===== src/rtl/lsu_pkg.sv =====
// lsu_pkg: shared opcodes, state encoding and default widths for the load/store sequencer.
package lsu_pkg;
  localparam int XLEN_DEFAULT = 64;
  localparam int RD_W_DEFAULT = 5;
  localparam logic [6:0] OPC_LOAD  = 7'b0000011;
  localparam logic [6:0] OPC_STORE = 7'b0100011;
  typedef enum logic [2:0] {IDLE, ADDR, REQ, WAIT, WB} lsu_state_t;
endpackage


===== src/rtl/lsu_imm_gen.sv =====
// lsu_imm_gen: sign-extended I-format (load) or S-format (store) immediate.
module lsu_imm_gen
  import lsu_pkg::*;
#(
  parameter int XLEN = XLEN_DEFAULT
) (
  input  logic [31:0]     instr,
  output logic [XLEN-1:0] imm
);
  logic [11:0] imm12;
  logic        unused_fields;
  assign imm12 = (instr[6:0] == OPC_STORE) ? {instr[31:25], instr[11:7]} : instr[31:20];
  assign imm = {{(XLEN-12){imm12[11]}}, imm12};
  assign unused_fields = ^instr[19:12];
endmodule


===== src/rtl/lsu_sequencer.sv =====
// lsu_sequencer: multi-cycle RV64 ld/sd sequencer driving a req/gnt + rvalid data-memory port.
// Define LSU_MISALIGN_TRAP_EN to trap non-doubleword-aligned addresses instead of issuing them.
module lsu_sequencer
  import lsu_pkg::*;
#(
  parameter int XLEN = XLEN_DEFAULT,
  parameter int RD_W = RD_W_DEFAULT
) (
  input  logic            clk,
  input  logic            rst_n,
  input  logic            instr_valid,
  output logic            instr_ready,
  input  logic [31:0]     instruction,
  input  logic [XLEN-1:0] rs1_data,
  input  logic [XLEN-1:0] rs2_data,
  output logic            mem_req,
  output logic            mem_we,
  output logic [XLEN-1:0] mem_addr,
  output logic [XLEN-1:0] mem_wdata,
  input  logic            mem_gnt,
  input  logic            mem_rvalid,
  input  logic [XLEN-1:0] mem_rdata,
  output logic            wb_valid,
  output logic [RD_W-1:0] wb_rd,
  output logic [XLEN-1:0] wb_data,
  output logic            illegal,
  output logic            misalign
);
  lsu_state_t      state, state_n;
  logic [31:0]     instr_q;
  logic [XLEN-1:0] rs1_q, imm, ea;
  logic            accept, ldst, is_store, trap;

  lsu_imm_gen #(.XLEN(XLEN)) u_imm (.instr(instr_q), .imm(imm));

  assign accept   = (state == IDLE) && instr_valid;
  assign ldst     = (instruction[6:0] == OPC_LOAD) || (instruction[6:0] == OPC_STORE);
  assign is_store = instr_q[6:0] == OPC_STORE;
  assign ea       = rs1_q + imm;
`ifdef LSU_MISALIGN_TRAP_EN
  assign trap = ea[2:0] != 3'b000;
`else
  assign trap = 1'b0;
`endif

  assign instr_ready = state == IDLE;
  assign mem_req     = state == REQ;
  assign mem_we      = mem_req && is_store;
  assign wb_valid    = (state == WB) && (wb_rd != '0);

  always_ff @(posedge clk or negedge rst_n)
    if (!rst_n) state <= IDLE;
    else state <= state_n;

  always_comb begin
    state_n = state;
    case (state)
      IDLE: state_n = (instr_valid && ldst) ? ADDR : IDLE;
      ADDR: state_n = trap ? IDLE : REQ;
      REQ:  state_n = mem_gnt ? (is_store ? IDLE : WAIT) : REQ;
      WAIT: state_n = mem_rvalid ? WB : WAIT;
      WB:   state_n = IDLE;
      default: state_n = IDLE;
    endcase
  end

  // Address and store data are registered before REQ so they stay frozen while gnt is withheld.
  always_ff @(posedge clk or negedge rst_n)
    if (!rst_n) begin
      instr_q   <= '0;
      rs1_q     <= '0;
      mem_addr  <= '0;
      mem_wdata <= '0;
      wb_rd     <= '0;
      wb_data   <= '0;
      illegal   <= 1'b0;
      misalign  <= 1'b0;
    end else begin
      if (accept) begin
        instr_q   <= instruction;
        rs1_q     <= rs1_data;
        mem_wdata <= rs2_data;
      end
      if (state == ADDR) mem_addr <= ea;
      if (state == WAIT && mem_rvalid) begin
        wb_rd   <= instr_q[7 +: RD_W];
        wb_data <= mem_rdata;
      end
      illegal  <= accept && !ldst;
      misalign <= (state == ADDR) && trap;
    end
endmodule


===== config.mk =====
export PLATFORM = sky130hd
export DESIGN_NAME = lsu_sequencer
export DESIGN_NICKNAME = d
export VERILOG_FILES = /design/src/rtl/lsu_pkg.sv /design/src/rtl/lsu_imm_gen.sv /design/src/rtl/lsu_sequencer.sv
export SDC_FILE = /design/constraint.sdc
export NUM_CORES = 1
export LEC_CHECK = 0
export ABC_AREA = 1
export CORE_MARGIN = 3
export CORE_UTILIZATION = 25
export DETAILED_ROUTE_END_ITERATION = 8
export GPL_TIMING_DRIVEN = 0
export PLACE_DENSITY = 0.47
export RECOVER_POWER = 100
export SLEW_MARGIN = 20
export SYNTH_ARGS = -nofsm -noshare
export SYNTH_HDL_FRONTEND = slang
export SYNTH_SLANG_ARGS = --single-unit

===== constraint.sdc =====
create_clock -name clk -period 4.8 [get_ports clk]
set_clock_uncertainty 0.15 [all_clocks]
set_input_delay 1.44 -clock clk [delete_from_list [all_inputs] [get_ports clk]]
set_output_delay 1.44 -clock clk [all_outputs]
set_load 0.02 [all_outputs]

# Word level (Yosys, flattened, before mapping)
# Index checks and enable logic that the tools add are counted.
# classes
addsub	1
eq_ne	7
mux	6
n_reduce_logical	10
# op_table
op	n
$add 64x64->64	1
$eq 7x6->1 const B	2
$pmux 3 s4	1
$eq 7x2->1 const B	1
$eq 3x2->1 const B	2
$logic_and 1x1->1	6
$mux 5	1
$reduce_bool 5->1	1
$mux 2	2
$eq 3x1->1 const B	1
$eq 3x3->1 const B	1
$logic_not 3->1	1
$mux 3	1
$logic_not 1->1	1
$logic_or 1x1->1	1
$mux 1	1
# totals
ff_bits	297
wordCells	32

# Depth between registers and ports, before layout
# depth
word_depth	5
ltp_mapped	21

# Hierarchy
# A second synthesis with hierarchy kept.
# unflattened
hier_cells	2243
area_unflattened_um2	17677.0
# modules_own_cells
mod	instances	cells_each	area_per_inst_um2	seq_area_each_um2
lsu_sequencer	1	2154	17097.6	7432.1
lsu_imm_gen	1	89	579.3	0.0

# Least setup slack after synthesis
# OpenSTA, ideal clock, no wires.
# synth_timing
path_kind	reg2out
startpoint	register instr_q[4]
endpoint	output port mem_we
t_arrival_ns	1.514
required_ns	3.210
slack_ns	1.696
stages_incl_launch_ff	5
path_buffers	1
cell_sequence	dfrtp_1 > nor3b_1 > nand4_1 > clkbuf_1 > nor4_1
# synth_via
elab_chain_len	2
# synth_lines
item	line_no	source
start, declared	lsu_sequencer.sv:30	logic [31:0] instr_q;
start signal, assigned	lsu_sequencer.sv:80	instr_q <= instruction;
$eq 7x6->1	lsu_sequencer.sv:38	assign is_store = instr_q[6:0] == OPC_STORE;
$logic_and 1x1->1	lsu_sequencer.sv:48	assign mem_we = mem_req && is_store;
end, declared	lsu_sequencer.sv:17	output logic mem_we,
# No other way between the ends.

# Worst setup path in the final report
# Ends and elaborated chain as after synthesis.

==> impl_metrics.toml <==
[hold_path]
min-delay-start = "mem_addr[42]$_DFFE_PN0P_"
hold_class = "reg -> reg"

[setup_path]
cp_max_fo = 10
setup.worst_path.class = "reg -> out"
r2r_start = "instr_q[4]$_DFFE_PN0P_"
critPathCaptureType = "output pin"
worst_setup_path_start_kind = "flop"
cp.arrival_ps = 2840
cp-startpoint = "instr_q[4]$_DFFE_PN0P_"
required_ps = 3210

[power]
p_leak_nw = 11.91
vdd_ir_drop_max_mv = 0.3849
power.density_mw_per_mm2 = 826.4

[drt]
highest_layer = "met5"
route.met3.wl_um = 4522
wl_met1_um = 27490
dr.pass1.iters = 5
ant_nets = 0
wl_per_cell_um = 18.03
wl_met2_um = 29900
via_per_inst = 4.305
vias = 15190
wl_um = 63640
drc_errors = 0
drt_iter0_drc = 701

[place]
gp_congestion = 0.9180
dp.cells = 3461
dp_hpwl_um = 52130
port-buffer-count = 422
post-place-ws_ps = 795.3

[layout]
drive_gt1_frac = 0.08866
multiInputGateArea_mm2 = 0.007901
finalCoreUtilization = 0.3531
layout.cells.non_filler = 3529
syn2layout_area_growth_pct = 39.52
regArea_mm2 = 0.007236
nFillCells = 6884
fin_nets = 2929

[clocking]
cts_hold_buf = 0
cts_tree = "done"
worstSkewPairLatency_ps = 570
ctsResizeCount = 0
cts.htree.levels = 2
post_cts_buffers = 0
root_buffer = "clkbuf_16"
clockBufferDepth = 3
cts_buffers = 37
clock_sinks = 289
clkSlewWorstSetupHoldPaths_ps = 50

[sta]
fin_crit_ps = 4429
finalHoldViolations = 0
slew_viol_final = 52
slew_headroom = -1.154
setup_viol = 0
fmax_mhz = 225.8
period_share = 0.9228
fin_ws_ps = 370.7
rsz0062_at_grt = "no"
tightest_slew_ps = 3232
whs_ps = 322.9

[yosys]
syn_area_mm2 = 0.01670
postSynth.asyncResetShare = 1.000
synth_commonest_cells = "883 x nand2_1, 333 x inv_1, 289 x dfrtp_1"
synth_edf_count = 0
syn_nets = 2465
synth_area_leaders = "dfrtp_1 43%, nand2_1 20%, mux2_2 8.4%"
synth_area_per_cell_um2 = 7.689
yosys_register_bits = 289
synth_top_area_cell = "dfrtp_1"
synthCells = 2172
ys.warnings.count = 0
yosysMostFrequentCell = "nand2_1"
ys.flop_type = "dfrtp_1"
synth_top_area_share = 0.4331
yosysSeqAreaShare = 0.4331
ys_types = 37

[status]
violations = "max-capacitance violations, max-slew violations"
status = "complete, but fails checks"

[die]
die_x_um = 264.5
core_area_mm2 = 0.06598
boundaryPins = 432
rows = 94
fp.dieH_um = 264.5
start_util = 0.2531
dieArea_mm2 = 0.06994

[run]
drv_cap = 1

[global_routing]
grt_overflow = 0
track_usage = 0.1800
grt_pass1_wl_um = 96530
grt_max_degree = 94
first_global_vias = 15840
antenna_found_initial = 5
flip-flops by register name (all words and copies together) (netlist names):
signal and cells:
mem_addr 64, mem_wdata 64, rs1_q 64, wb_data 64, instr_q 24, wb_rd 5, state 3, illegal 1
layout make-up:
class,count,share of cell area
tap,864,0.04640
timing repair buffer,425,0.1846
clock buffer,48,0.04543
clock inverter,17,0.01058
antenna,3,0.0003222
multi-input combinational,1495,0.3391
buffer,47,0.008109
sequential,289,0.3105
inverter,341,0.05494
placed cells by master, fill, tap and decap left out, types with 3 or more instances in the layout:
cell type	instances
nand2_1	894
a21oi_1	50
xnor2_1	29
clkinv_2	7
nand3_1	95
nand3b_1	8
mux2_2	124
buf_16	3
inv_2	5
bufinv_16	4
nor2_1	91
inv_1	334
dlygate4sd3_1	205
nand4_1	10
clkbuf_1	43
clkbuf_16	38
nor2_2	18
ha_1	63
dfrtp_1	288
mux2_1	20
clkdlybuf4s50_1	216
diode_2	3
o21ai_0	38
nor3_1	16
nand2_2	7
clkbuf_8	7
clkinvlp_4	3
buf_2	7
nor3_4	3
o21ai_1	8
routing by layer:
metal / global-route usage / up-vias
met5: 0 / -
met4: 0.04960 / 4
met2: 0.3075 / 431
met3: 0.05142 / 80
li1: - / 7619
met1: 0.2224 / 7058
report_power, final:
group | internal, mW | switching, mW | leakage [nW] | total [mW]
clock | 1.79 | 1.17 | 0.633 | 2.95
combinational | 4.40 | 7.48 | 7.77 | 11.9
sequential | 3.65 | 0.771 | 3.50 | 4.42
worst max-delay path, stage by stage (launching register included):
cell and delay (ps):
dfrtp_1 370, nor3b_1 210, nand4_1 260, clkbuf_1 340
nor4_1 240, dlygate4sd3_1 850
logic make-up (layout without fill, tap and decap cells):
family	Yosys count	after routing	share of synthesized area
compound gates	99	99	0.03019
xor+xnor	30	30	0.01573
fa+ha+maj	64	64	0.04840
buf+inv	388	878	0.09096
flops	289	289	0.4331
mux	144	144	0.09710
other cells	1	4	0.0002246
simple gates	1157	1157	0.2843
worst paths after layout:
kind | to | slack [ps] | cells past startpoint
worst min register to register | mem_addr[42]$_DFFE_PN0P_ | 320 | 2
max in group asynchronous | instr_q[31]$_DFFE_PN0P_ | 770 | 3
min in group asynchronous | wb_data[31]$_DFFE_PN0P_ | 1790 | 1
worst max register to register | mem_addr[60]$_DFFE_PN0P_ | 810 | 18
worst max-delay path | mem_we | 370 | 5
worst min-delay path | mem_addr[42]$_DFFE_PN0P_ | 320 | 2
per-stage QoR:
step | total power [mW] | setup TNS, ps | instance area, um2
after detailed placement | 16.86 | 0 | 22100
final | 19.25 | 0 | 23300
after global routing | 21.00 | 0 | 23290
after floorplan | 12.04 | 0 | 16700
after global placement | 16.82 | -3172430 | 22000
after CTS | 19.99 | 0 | 23400
Note: power is estimated with default switching activity, not from simulation.
